### src/rtl/map_arb_pkg.sv
// map_arb_pkg: shared constants, pipeline tag type and address packing for the map port arbiter.
package map_arb_pkg;
    localparam int MAP_W = 6;
    localparam int ADDR_W = 2 * MAP_W;
    localparam int CL_TANK1 = 0;
    localparam int CL_TANK2 = 1;
    localparam int CL_SHELL = 2;
    typedef enum logic [2:0] {NONE, VGA, CLI0, CLI1, CLI2} pipe_tag_t;
    function automatic logic [ADDR_W-1:0] pack_addr(input logic [MAP_W-1:0] y, input logic [MAP_W-1:0] x);
        return {y, x};
    endfunction
endpackage

### src/rtl/map_port_arbiter_if.sv
// map_port_arbiter_if: VGA, client and memory-side signals of the map port arbiter.
interface map_port_arbiter_if #(
    parameter int MAP_W = 6,
    parameter int N_CLI = 3
);
    logic                   i_vga_req;
    logic [MAP_W-1:0]       i_vga_x, i_vga_y;
    logic                   o_vga_valid, o_vga_wall;
    logic [N_CLI-1:0]       i_req, i_we, i_wdata, o_gnt, o_rvalid;
    logic [N_CLI*MAP_W-1:0] i_x, i_y;
    logic                   o_rdata, o_starve;
    logic [2*MAP_W-1:0]     o_mem_addr;
    logic                   o_mem_we, o_mem_wdata, i_mem_rdata;
    modport slave (
        input  i_vga_req, i_vga_x, i_vga_y, i_req, i_we, i_wdata, i_x, i_y, i_mem_rdata,
        output o_vga_valid, o_vga_wall, o_gnt, o_rvalid, o_rdata, o_starve, o_mem_addr, o_mem_we, o_mem_wdata
    );
    modport master (
        output i_vga_req, i_vga_x, i_vga_y, i_req, i_we, i_wdata, i_x, i_y, i_mem_rdata,
        input  o_vga_valid, o_vga_wall, o_gnt, o_rvalid, o_rdata, o_starve, o_mem_addr, o_mem_we, o_mem_wdata
    );
endinterface

### src/rtl/rr_arbiter.sv
// rr_arbiter: one-hot round-robin grant searching from ptr_i, suppressed entirely by block_i.
module rr_arbiter #(
    parameter int N = 3,
    localparam int PW = N > 1 ? $clog2(N) : 1
) (
    input  logic [N-1:0]  req_i,
    input  logic          block_i,
    input  logic [PW-1:0] ptr_i,
    output logic [N-1:0]  gnt_o,
    output logic [PW-1:0] ptr_nxt_o
);
    int   idx;
    logic found;
    always_comb begin
        gnt_o = '0;
        ptr_nxt_o = ptr_i;
        found = 1'b0;
        idx = 0;
        for (int k = 0; k < N; k++) begin
            idx = (int'(ptr_i) + k) % N;
            if (!found && !block_i && req_i[idx]) begin
                found = 1'b1;
                gnt_o[idx] = 1'b1;
                ptr_nxt_o = PW'((idx + 1) % N);
            end
        end
    end
endmodule

### src/rtl/map_port_arbiter.sv
// map_port_arbiter: shares the single-port wall map between the VGA renderer (absolute priority)
// and round-robin clients, with a fixed three-cycle read latency for everyone.
module map_port_arbiter #(
    parameter int MAP_W = 6,
    parameter int N_CLI = 3,
    parameter int WAIT_MAX = 255
) (
    input logic clk,
    input logic rst_n,
    map_port_arbiter_if.slave bus
);
    import map_arb_pkg::*;
    localparam int PW = N_CLI > 1 ? $clog2(N_CLI) : 1;
    function automatic pipe_tag_t tag_of(input int k);
        return k == CL_TANK1 ? CLI0 : k == CL_TANK2 ? CLI1 : k == CL_SHELL ? CLI2 : NONE;
    endfunction
    logic [PW-1:0]      ptr_q, ptr_d, g;
    logic [N_CLI-1:0]   gnt, rvalid_q, rvalid_d;
    logic [2*MAP_W-1:0] addr_q, addr_d;
    logic               we_q, we_d, wd_q, wd_d, rd1_q, rd1_d, rd2_q;
    pipe_tag_t          tag1_q, tag1_d, tag2_q;
    logic               vga_valid_q, vga_wall_q, rdata_q, starve_q, starve_d;
    logic [7:0]         cnt_q, cnt_d;
    rr_arbiter #(.N(N_CLI)) u_rr (
        .req_i(bus.i_req), .block_i(bus.i_vga_req), .ptr_i(ptr_q), .gnt_o(gnt), .ptr_nxt_o(ptr_d)
    );
    always_comb begin
        g = '0;
        for (int k = 0; k < N_CLI; k++) if (gnt[k]) g = PW'(k);
        addr_d = addr_q;
        we_d = 1'b0;
        wd_d = wd_q;
        tag1_d = NONE;
        rd1_d = 1'b0;
        if (bus.i_vga_req) begin
            addr_d = pack_addr(bus.i_vga_y, bus.i_vga_x);
            tag1_d = VGA;
            rd1_d = 1'b1;
        end else if (|gnt) begin
            addr_d = pack_addr(bus.i_y[int'(g)*MAP_W +: MAP_W], bus.i_x[int'(g)*MAP_W +: MAP_W]);
            we_d = bus.i_we[g];
            wd_d = bus.i_wdata[g];
            tag1_d = tag_of(int'(g));
            rd1_d = !bus.i_we[g];
        end
        // a client is starving only while it waits without any grant going out
        cnt_d = |gnt ? 8'd0 : (|bus.i_req && cnt_q < 8'(WAIT_MAX)) ? cnt_q + 8'd1 : cnt_q;
        starve_d = starve_q | (cnt_d == 8'(WAIT_MAX));
        for (int k = 0; k < N_CLI; k++) rvalid_d[k] = rd2_q && tag2_q == tag_of(k);
    end
    always_ff @(posedge clk) begin
        if (!rst_n) begin
            ptr_q <= '0;
            addr_q <= '0;
            we_q <= 1'b0;
            wd_q <= 1'b0;
            tag1_q <= NONE;
            rd1_q <= 1'b0;
            tag2_q <= NONE;
            rd2_q <= 1'b0;
            vga_valid_q <= 1'b0;
            vga_wall_q <= 1'b0;
            rvalid_q <= '0;
            rdata_q <= 1'b0;
            cnt_q <= '0;
            starve_q <= 1'b0;
        end else begin
            ptr_q <= ptr_d;
            addr_q <= addr_d;
            we_q <= we_d;
            wd_q <= wd_d;
            tag1_q <= tag1_d;
            rd1_q <= rd1_d;
            tag2_q <= tag1_q;
            rd2_q <= rd1_q;
            vga_valid_q <= rd2_q && tag2_q == VGA;
            vga_wall_q <= (rd2_q && tag2_q == VGA) ? bus.i_mem_rdata : vga_wall_q;
            rvalid_q <= rvalid_d;
            rdata_q <= |rvalid_d ? bus.i_mem_rdata : rdata_q;
            cnt_q <= cnt_d;
            starve_q <= starve_d;
        end
    end
    assign bus.o_gnt = gnt;
    assign bus.o_rvalid = rvalid_q;
    assign bus.o_rdata = rdata_q;
    assign bus.o_vga_valid = vga_valid_q;
    assign bus.o_vga_wall = vga_wall_q;
    assign bus.o_starve = starve_q;
    assign bus.o_mem_addr = addr_q;
    assign bus.o_mem_we = we_q;
    assign bus.o_mem_wdata = wd_q;
endmodule
### src/flat_wrapper.sv
// flat-port wrapper written by rule: the top's interface ports become plain ports
module map_port_arbiter_flat import map_arb_pkg::*;
#(
    parameter int MAP_W = 6,
    parameter int N_CLI = 3,
    parameter int WAIT_MAX = 255
)
  (clk, rst_n, bus_i_vga_req, bus_i_vga_x, bus_i_vga_y, bus_i_req, bus_i_we, bus_i_wdata, bus_i_x, bus_i_y, bus_i_mem_rdata, bus_o_vga_valid, bus_o_vga_wall, bus_o_gnt, bus_o_rvalid, bus_o_rdata, bus_o_starve, bus_o_mem_addr, bus_o_mem_we, bus_o_mem_wdata);
  map_port_arbiter_if #(.MAP_W(MAP_W), .N_CLI(N_CLI)) bus_i ();
  input logic clk;
  input logic rst_n;
  input wire logic [$bits(bus_i.i_vga_req)-1:0] bus_i_vga_req;
  input wire logic [$bits(bus_i.i_vga_x)-1:0] bus_i_vga_x;
  input wire logic [$bits(bus_i.i_vga_y)-1:0] bus_i_vga_y;
  input wire logic [$bits(bus_i.i_req)-1:0] bus_i_req;
  input wire logic [$bits(bus_i.i_we)-1:0] bus_i_we;
  input wire logic [$bits(bus_i.i_wdata)-1:0] bus_i_wdata;
  input wire logic [$bits(bus_i.i_x)-1:0] bus_i_x;
  input wire logic [$bits(bus_i.i_y)-1:0] bus_i_y;
  input wire logic [$bits(bus_i.i_mem_rdata)-1:0] bus_i_mem_rdata;
  output wire logic [$bits(bus_i.o_vga_valid)-1:0] bus_o_vga_valid;
  output wire logic [$bits(bus_i.o_vga_wall)-1:0] bus_o_vga_wall;
  output wire logic [$bits(bus_i.o_gnt)-1:0] bus_o_gnt;
  output wire logic [$bits(bus_i.o_rvalid)-1:0] bus_o_rvalid;
  output wire logic [$bits(bus_i.o_rdata)-1:0] bus_o_rdata;
  output wire logic [$bits(bus_i.o_starve)-1:0] bus_o_starve;
  output wire logic [$bits(bus_i.o_mem_addr)-1:0] bus_o_mem_addr;
  output wire logic [$bits(bus_i.o_mem_we)-1:0] bus_o_mem_we;
  output wire logic [$bits(bus_i.o_mem_wdata)-1:0] bus_o_mem_wdata;
  assign bus_i.i_vga_req = bus_i_vga_req;
  assign bus_i.i_vga_x = bus_i_vga_x;
  assign bus_i.i_vga_y = bus_i_vga_y;
  assign bus_i.i_req = bus_i_req;
  assign bus_i.i_we = bus_i_we;
  assign bus_i.i_wdata = bus_i_wdata;
  assign bus_i.i_x = bus_i_x;
  assign bus_i.i_y = bus_i_y;
  assign bus_i.i_mem_rdata = bus_i_mem_rdata;
  assign bus_o_vga_valid = bus_i.o_vga_valid;
  assign bus_o_vga_wall = bus_i.o_vga_wall;
  assign bus_o_gnt = bus_i.o_gnt;
  assign bus_o_rvalid = bus_i.o_rvalid;
  assign bus_o_rdata = bus_i.o_rdata;
  assign bus_o_starve = bus_i.o_starve;
  assign bus_o_mem_addr = bus_i.o_mem_addr;
  assign bus_o_mem_we = bus_i.o_mem_we;
  assign bus_o_mem_wdata = bus_i.o_mem_wdata;
  map_port_arbiter #(.MAP_W(MAP_W), .N_CLI(N_CLI), .WAIT_MAX(WAIT_MAX)) u_core (.clk(clk), .rst_n(rst_n), .bus(bus_i));
endmodule
### config.mk
export PLATFORM = sky130hd
export DESIGN_NAME = map_port_arbiter_flat
export DESIGN_NICKNAME = d
export VERILOG_FILES = /design/src/rtl/map_arb_pkg.sv /design/src/rtl/map_port_arbiter_if.sv /design/src/rtl/rr_arbiter.sv /design/src/rtl/map_port_arbiter.sv /design/src/flat_wrapper.sv
export SDC_FILE = /design/constraint.sdc
export NUM_CORES = 1
export LEC_CHECK = 0
export ABC_AREA = 1
export CAP_MARGIN = 20
export CORE_MARGIN = 1.5
export CORE_UTILIZATION = 40
export DETAILED_ROUTE_END_ITERATION = 8
export GPL_TIMING_DRIVEN = 0
export PLACE_DENSITY = 0.76
export SLEW_MARGIN = 10
export SYNTH_ARGS = -nofsm -noshare
export SYNTH_HDL_FRONTEND = slang
export SYNTH_SLANG_ARGS = --single-unit
### constraint.sdc
create_clock -name clk -period 11.88 [get_ports clk]
set_input_delay 2.376 -clock clk [delete_from_list [all_inputs] [get_ports clk]]
set_output_delay 2.376 -clock clk [all_outputs]
set_load 0.01 [all_outputs]
# Word level (Yosys, flattened, before mapping)
# Index checks and enable logic that the tools add are counted.
# word_totals
ff_bits	39
input_bits	61
out_inout_bits	24
elab_cells	118
# classes
add_sub_neg	6
n_mul	1
div_mod_pow	6
n_lt_le_gt_ge	8
eq_ne	7
n_shift	2
mux	40
bitwise	6
reduce_logical	26
# op_table
cell	n
remainder unit 32 x 3 -> 32 bit, second input constant	5
adder 32 x 2 -> 32 bit, second input constant	3
greater-or-equal comparator 32 x 1 -> 1 bit, second input constant	3
less-than comparator 32 x 4 -> 1 bit, second input constant	3
variable part select 18 x 32 -> 6 bit	2
remainder unit 3 x 3 -> 32 bit, second input constant	1
two-way mux 12 bit	2
two-way mux 1 bit	18
two-way mux 8 bit	2
logical AND 1 bit	13
two-way mux 2 bit	6
two-way mux 3 bit	4
OR reduction 3 bit	4
binary-select mux 1 bit (select 2 bit)	5
adder 8 x 1 -> 8 bit, second input constant	1
== test 8 bit, second input constant	1
less-than comparator 8 bit, second input constant	1
demux 1 bit (select 2 bit)	3
== test 3 x 2 -> 1 bit, second input constant	2
OR 3 bit	2
OR reduction 5 bit	1
== test 2 bit, second input constant	2
zero test 1 bit	4
multiplier 2 x 2 -> 4 bit, second input constant	1
11 further kinds	13

# Longest topological paths before layout
# Gate-level depths: netlist of run 1.
# depth
ltp_word	22
mapped_depth	45
depth_no_buf	45

# Modules after synthesis
# A second synthesis of run 1 with hierarchy kept.
# unflattened
hier_cells	333
hier_area_um2	2205.9
# by_module_without_submodules
module	instances	cells_per_inst	area_each_um2	seq_area_each_um2
map_port_arbiter	1	278	1899.3	780.7
rr_arbiter	1	55	306.5	0.0

# Least setup slack after synthesis of run 1
# Ideal clock, no wire load.
# synth_timing
path_kind	in2reg
from	input port bus_i_vga_req
to	register u_core.ptr_q[1]
setup_ns	0.109
t_arrival_ns	6.378
required_time_ns	11.771
slack_ns	5.393
path_stages	39
path_buffers	1
path_cell_list	buf_4 > inv_2 > nand2_2 > inv_1 > nand2_2 > nand3_4 > inv_2 > o21ai_0 > ha_1 > inv_1 > nand3_1 > nand2_4 > nand2_1 > nand2_1 > xor2_2 > inv_1 > nand3_2 > nand3_1 > (+3 left out) > inv_1 > nand2_2 > nand2_1 > nand2_2 > ha_1 > nor2_4 > nand3_1 > nand2_1 > inv_1 > ha_1 > inv_1 > nand3_2 > nand2_1 > nand2_1 > nand3_1 > nand3_1 > nand2_1 > inv_1
# synth_via
elab_chain_len	11
word_cells_on_any_way	13
cone_classes	mux (4); reduce/logical (9)
# synth_lines
item	line_no	rtl
start, declared	flat_wrapper.sv:12	input wire logic [$bits(bus_i.i_vga_req)-1:0] bus_i_vga_req;
zero test 1 bit *	rr_arbiter.sv:21	if (!found && !block_i && req_i[idx]) begin
logical AND 1 bit	rr_arbiter.sv:21	
two-way mux 1 bit	rr_arbiter.sv:21	
zero test 1 bit	rr_arbiter.sv:21	
logical AND 1 bit (2 in a row)	rr_arbiter.sv:21	
two-way mux 1 bit	rr_arbiter.sv:21	
zero test 1 bit	rr_arbiter.sv:21	
logical AND 1 bit (2 in a row)	rr_arbiter.sv:21	
nonzero test 3 bit (no line) / two-way mux 2 bit (equally long branches)	--	
end signal, assigned	map_port_arbiter.sv:68	ptr_q <= ptr_d;
end, declared	map_port_arbiter.sv:17	logic [PW-1:0] ptr_q, ptr_d, g;
# Mark *: on every way between the ends. The rest lies on a longest branch, timed or not.
# A chain may end at the register's enable or synchronous reset.

# Worst setup path after layout of run 1
# layout_timing
from	input port bus_i_req[2]
to	output port bus_o_gnt[2]
# layout_via
elab_chain_len	13
word_cells_on_any_way	23
cone_classes	mux (14); bitwise (2); reduce/logical (7)
# layout_lines
item	line_no	rtl
start, declared	flat_wrapper.sv:15	input wire logic [$bits(bus_i.i_req)-1:0] bus_i_req;
binary-select mux 1 bit (select 2 bit)	rr_arbiter.sv:21	
two-way mux 1 bit (not written as such) (2 in a row)	rr_arbiter.sv:21	
logical AND 1 bit	rr_arbiter.sv:21	
two-way mux 1 bit	rr_arbiter.sv:21	
zero test 1 bit	rr_arbiter.sv:21	
logical AND 1 bit (2 in a row)	rr_arbiter.sv:21	
two-way mux 1 bit	rr_arbiter.sv:21	
zero test 1 bit	rr_arbiter.sv:21	
logical AND 1 bit (2 in a row)	rr_arbiter.sv:21	
two-way mux 3 bit *	rr_arbiter.sv:21	
end, declared	flat_wrapper.sv:23	output wire logic [$bits(bus_i.o_gnt)-1:0] bus_o_gnt;
# Mark *: on every way between the ends. The rest lies on a longest branch, timed or not. The select of a mux whose other input is x is not followed.

==> results.cfg, run 1 <==
[hold_path]
min_path_type = flip-flop to flip-flop

[detailed_routing]
wl_um = 8160
wl_per_cell_um = 12.7
drtPass1Iterations = 4
antenna_left = 0
drc = 0
vias = 3215
vias_per_cell = 5.00
drt_iter0_markers = 105

[die]
core_area_um2 = 7250
fp.dieH_um = 89.6
start_util_pct = 41.4
rows = 31
die_w_um = 89.6
io_pins = 85
die_area_um2 = 8030

[synth]
synth_area_leaders = dfxtp_1 (26%), nand2_1 (14%), nand3_1 (8.2%)
syn-num-nets = 531
synth_edf_count = 0
ys_top_cells_by_count = nand2_1 (109), inv_1 (57), nand3_1 (49), dfxtp_1 (39), nor2_1 (32)
async_flop_share_pct = 0
synth_most_common_cell = nand2_1
syn_inst = 453
synthFlopType = dfxtp_1
synth_top_area_cell = dfxtp_1
yosys_warnings = 0
syn_area_um2 = 3000
synth-seq-cells = 39
yosysSeqAreaShare_pct = 26.0
synth.top_cell.area_share_pct = 26.0
avgSynthCellArea_um2 = 6.62
yosysUniqueCellTypes = 39

[clocking]
clock_latency_ns = 0.29
clkSlewWorstSetupHoldPaths_ns = 0.07
cts_hold_buf = 0
cts_made_buffers = 5
cts_setup_buffers = 0
cts_tree = yes
cts_max_path_buffers = 2
root_buffer = clkbuf_8
htree_levels = 2
cts.sinks = 39
cts_resized = 0

[cells_and_area]
fillers = 723
area_growth_pct = 35.6
regArea_um2 = 781
drive_above_1_share_pct = 9.93
layout.nets = 621
antenna_cells = 0
multi_input_area_um2 = 1930

[timing]
slew_headroom_pct = 61.3
drv_slew = 0
fmax_mhz = 135
rsz0062_at_grt = false
worst_slew_pin_slew_ns = 0.579
skew_ns = 0.00376
setup_tns_ns = 0
period_share_pct = 62.6
final_hold_viol_count = 0
holdWs_ns = 0.413
final.min_clock_period_ns = 7.43
setup_violations = 0

[global_routing]
grt_pass1_wl_um = 13300
grt.total_usage_pct = 21.0
grt_pass1_vias = 3121
antenna_found_initial = 0
grt_max_degree = 14
grt_overflow_total = 0

[placed_design]
hpwl_um = 6620
io_buffers = 83
gp_congestion = 0.878

[worst_setup_path]
crit_path_max_fanout = 10
start_kind = primary input
path_class = primary input to primary output
worstPathRequired_ns = 9.50
cp-end-kind = primary output
critical_path_arrival_ns = 5.06

[outcome]
status = finished clean

[pwr]
power_density_nw_per_um2 = 322
max-vdd-ir-drop_mv = 0.181
p_leak_nw = 1.85

[flow_run]
drv_cap = 0
==> sequential cells by signal, indices dropped and copies added, names as in the netlist, 2 cells and up <==
name	flops
u_core.bus.o_mem_addr	12
u_core.bus.o_rvalid	3
u_core.cnt_q	8
u_core.ptr_q	2
u_core.tag1_q	3
u_core.tag2_q	3
==> per-layer routing <==
layer,wire length (um),vias to the layer above,GRT usage (%)
met4,65,0,5.03
met5,0,-,0
met2,4120,85,37.7
met1,3510,1460,25.0
met3,467,4,5.39
li1,-,1666,-
==> cell usage in the layout, fill, tap and decap left out, types with 2 or more instances in the layout <==
| master | n |
|---|---|
| xnor2_1 | 2 |
| o21ai_1 | 5 |
| nand4_1 | 11 |
| nand2_1 | 109 |
| nand3_1 | 49 |
| clkbuf_1 | 10 |
| nand3_4 | 2 |
| nor3_1 | 5 |
| o21ai_2 | 2 |
| nand2_2 | 17 |
| nand3_2 | 6 |
| clkdlybuf4s50_1 | 83 |
| ha_1 | 17 |
| nand2_4 | 3 |
| o21ai_0 | 8 |
| a21oi_1 | 25 |
| a22oi_1 | 9 |
| inv_1 | 57 |
| dfxtp_1 | 39 |
| inv_2 | 6 |
| nor2_4 | 3 |
| nor2_1 | 32 |
| o211ai_1 | 12 |
| xor2_1 | 7 |
| a21oi_2 | 2 |
| clkbuf_8 | 5 |
==> power breakdown <==
group | total, mW | internal [mW] | switching, mW | leakage, nW
Combinational | 1.02 | 0.367 | 0.655 | 1.47
Clock | 0.109 | 0.0625 | 0.0466 | 0.0581
Sequential | 0.178 | 0.160 | 0.0177 | 0.320
Total | 1.31 | 0.589 | 0.719 | 1.85
==> area by class of cell <==
| type | instances | area share, % |
|---|---|---|
| plain buffers | 11 | 1.11 |
| multi-input cells | 339 | 47.6 |
| clock inverters | 3 | 1.08 |
| inverters | 64 | 5.91 |
| clock buffers | 5 | 1.69 |
| flip-flops and latches | 39 | 19.2 |
| repair buffers | 83 | 20.4 |
| well taps | 99 | 3.05 |
==> worst paths after layout <==
kind / startpoint / depth (start not counted) / slack (ns) / end
setup / recovery: bus_i_req[2] / 9 / 4.45 / bus_o_gnt[2]
setup reg to reg: u_core.ptr_q[1] / 41 / 6.10 / u_core.ptr_q[1]
hold reg to reg: u_core.rd1_q / 2 / 0.41 / u_core.rd2_q
hold / removal: u_core.rd1_q / 2 / 0.41 / u_core.rd2_q
==> worst max-delay path: stages <==
cell and delay [ns]:
clkdlybuf4s50_1 0.48, inv_1 0.08, o21ai_1 0.19, nand3_2 0.27, inv_1 0.13, a22oi_1 0.11
nand2_1 0.28, clkbuf_1 0.49, clkdlybuf4s50_1 0.65
==> logic make-up after synthesis <==
| logic type | after synthesis | synth area share [%] |
|---|---|---|
| and+or+nand+nor | 241 | 39.4 |
| xor gates and xnor gates | 10 | 3.17 |
| AOI/OAI and AO/OA | 71 | 14.8 |
| buffers and inverters | 75 | 9.51 |
| DFF | 39 | 26.0 |
| adders and majority gates | 17 | 7.09 |
==> metrics by stage <==
| step | instances | power, mW | utilization (%) | setup WS [ns] | cell area [um^2] |
|---|---|---|---|---|---|
| finish | 643 | 1.31 | 56.1 | 4.45 | 4070 |
| global route | 643 | 1.45 | 56.1 | 3.96 | 4070 |
| CTS | 643 | 1.31 | 56.1 | 4.51 | 4070 |
| detailed placement | 635 | 1.20 | 54.5 | 4.22 | 3960 |
| global placement | 635 | 1.15 | 54.5 | 4.40 | 3960 |
| floorplan | 453 | 0.965 | - | 5.39 | 3000 |
(Power assumes the default switching activity.)
==> run 2: changes to the inputs <==
- PLACE_DENSITY: 0.76 -> 0.79
- clock period: 11.88 -> 6.2 ns (I/O delays scaled with it)
==> results.cfg, run 2 (same netlist as run 1, synthesis figures left out) <==
[global_routing]
grt_pass1_vias = 3017
grt.busiest_layer = met2
use_met3_pct = 3.66
grtUsageMet1_pct = 24.0
met2_usage_pct = 36.9
antenna_found_initial = 0
grt_overflow_total = 0
grt.total_usage_pct = 20.4
grt_pass1_wl_um = 13000
grt_max_degree = 14

[detailed_routing]
vias_per_cell = 5.08
wl_um = 8190
drt_iter0_markers = 118
wl_per_cell_um = 12.7
drc = 0
antenna_left = 0
drtPass1Iterations = 5
vias = 3281

[cells_and_area]
area_growth_pct = 37.2
final_common_cell = nand2_1
layout.nets = 624
antenna_cells = 0
fillers = 690
final_cell_mix = nand2_1 (108), clkdlybuf4s50_1 (83), inv_1 (54)
stdcell_area_um2 = 4120
largest_reg_flops = 12
finish.utilization_pct = 56.8
drive_above_1_share_pct = 12.4

[die]
fp.dieH_um = 89.6
rows = 31
io_pins = 85
die_w_um = 89.6
core_area_um2 = 7250
start_util_pct = 41.4
die_area_um2 = 8030

[worst_setup_path]
crit_path_max_fanout = 5
slowest_stage = clkdlybuf4s50_1
cp-end-kind = flip-flop
worstPathRequired_ns = 6.40
max_stage_delay_ns = 0.47
path_common_cell = nand2_1
path_class = primary input to flip-flop
critical_path_arrival_ns = 5.87
start_kind = primary input

[placed_design]
io_buffers = 83
gp_congestion = 0.834
place_area_um2 = 3960
hpwl_um = 6520

[clocking]
root_buffer = clkbuf_8
clock_latency_ns = 0.29
clkSlewWorstSetupHoldPaths_ns = 0.08
cts_tree = yes
cts_hold_buf = 0
htree_levels = 2
cts_max_path_buffers = 2
cts.sinks = 39
cts_made_buffers = 5

[timing]
skew_ns = 0.00772
setup_violations = 0
final_hold_viol_count = 0
worst_slew_pin_slew_ns = 0.549
holdWs_ns = 0.416
drv_slew = 0
slew_headroom_pct = 63.4
fmax_mhz = 176
final.min_clock_period_ns = 5.67
period_share_pct = 91.5

[pwr]
power_density_nw_per_um2 = 621
total_power_mw = 2.56
p_leak_nw = 1.86
max-vdd-ir-drop_mv = 0.388

[hold_path]
min_path_type = flip-flop to flip-flop

[flow_run]
drv_cap = 0

[outcome]
status = finished clean
## run 2: changes by cell type in the layout (fill, tap and decap cells not counted), sizes merged
| cell | delta |
|---|---|
| buf | +3 |
## run 2: final timing paths
check | from | end | slack, ns | depth (start not counted)
max reg2reg | u_core.ptr_q[1] | u_core.ptr_q[1] | 0.83 | 41
max | bus_i_req[2] | u_core.ptr_q[1] | 0.53 | 40
min | u_core.tag1_q[0] | u_core.tag2_q[0] | 0.42 | 2
min reg2reg | u_core.tag1_q[0] | u_core.tag2_q[0] | 0.42 | 2
## run 2: metrics by stage
stage	std cells	setup slack [ns]	setup TNS (ns)
finish	646	0.527	0
global route	646	-0.0288	-0.0288
CTS	643	0.0929	0
detailed placement	635	-0.209	-0.350
global placement	635	-0.0156	-0.0156
floorplan	453	0.849	0
## run 2: what timing repair did
action	CTS	global route
gates resized for setup	0	12
setup endpoints to repair	0	2
setup buffers	0	3
## run 2: area by class of cell
cell class | count | area (um^2) | area share [%]
inverters | 64 | 240 | 5.83
repair buffers | 86 | 853 | 20.7
well taps | 99 | 124 | 3.01
flip-flops and latches | 39 | 781 | 19.0
clock inverters | 3 | 43.8 | 1.06
clock buffers | 5 | 68.8 | 1.67
multi-input cells | 339 | 1960 | 47.6
plain buffers | 11 | 45.0 | 1.09
## run 2: where the power goes
part	internal, mW	switching (mW)
clock network	0.120	0.0924
registers	0.306	0.0338
logic	0.736	1.27
## run 2: layer usage
metal	share of wire (%)	wire, um	vias to the layer above
li1	-	-	1682
met1	39	3230	1491
met2	54	4390	91
met3	4.7	388	17
met4	2.3	189	0
met5	0	0	-
## run 2: worst max-delay path, delay by kind of cell
| family | cells | cell delay, ns |
|---|---|---|
| compound gates | 2 | 0.23 |
| xor+xnor | 1 | 0.29 |
| fa+ha+maj | 4 | 0.85 |
| buf+inv | 10 | 1.12 |
| simple gates | 23 | 2.10 |
==> run 3: changes to the inputs <==
- CTS_CLUSTER_SIZE: not set -> 28
==> results of run 3 <==
Same layout as run 2: the final DEF is identical, and so are final timing and power.
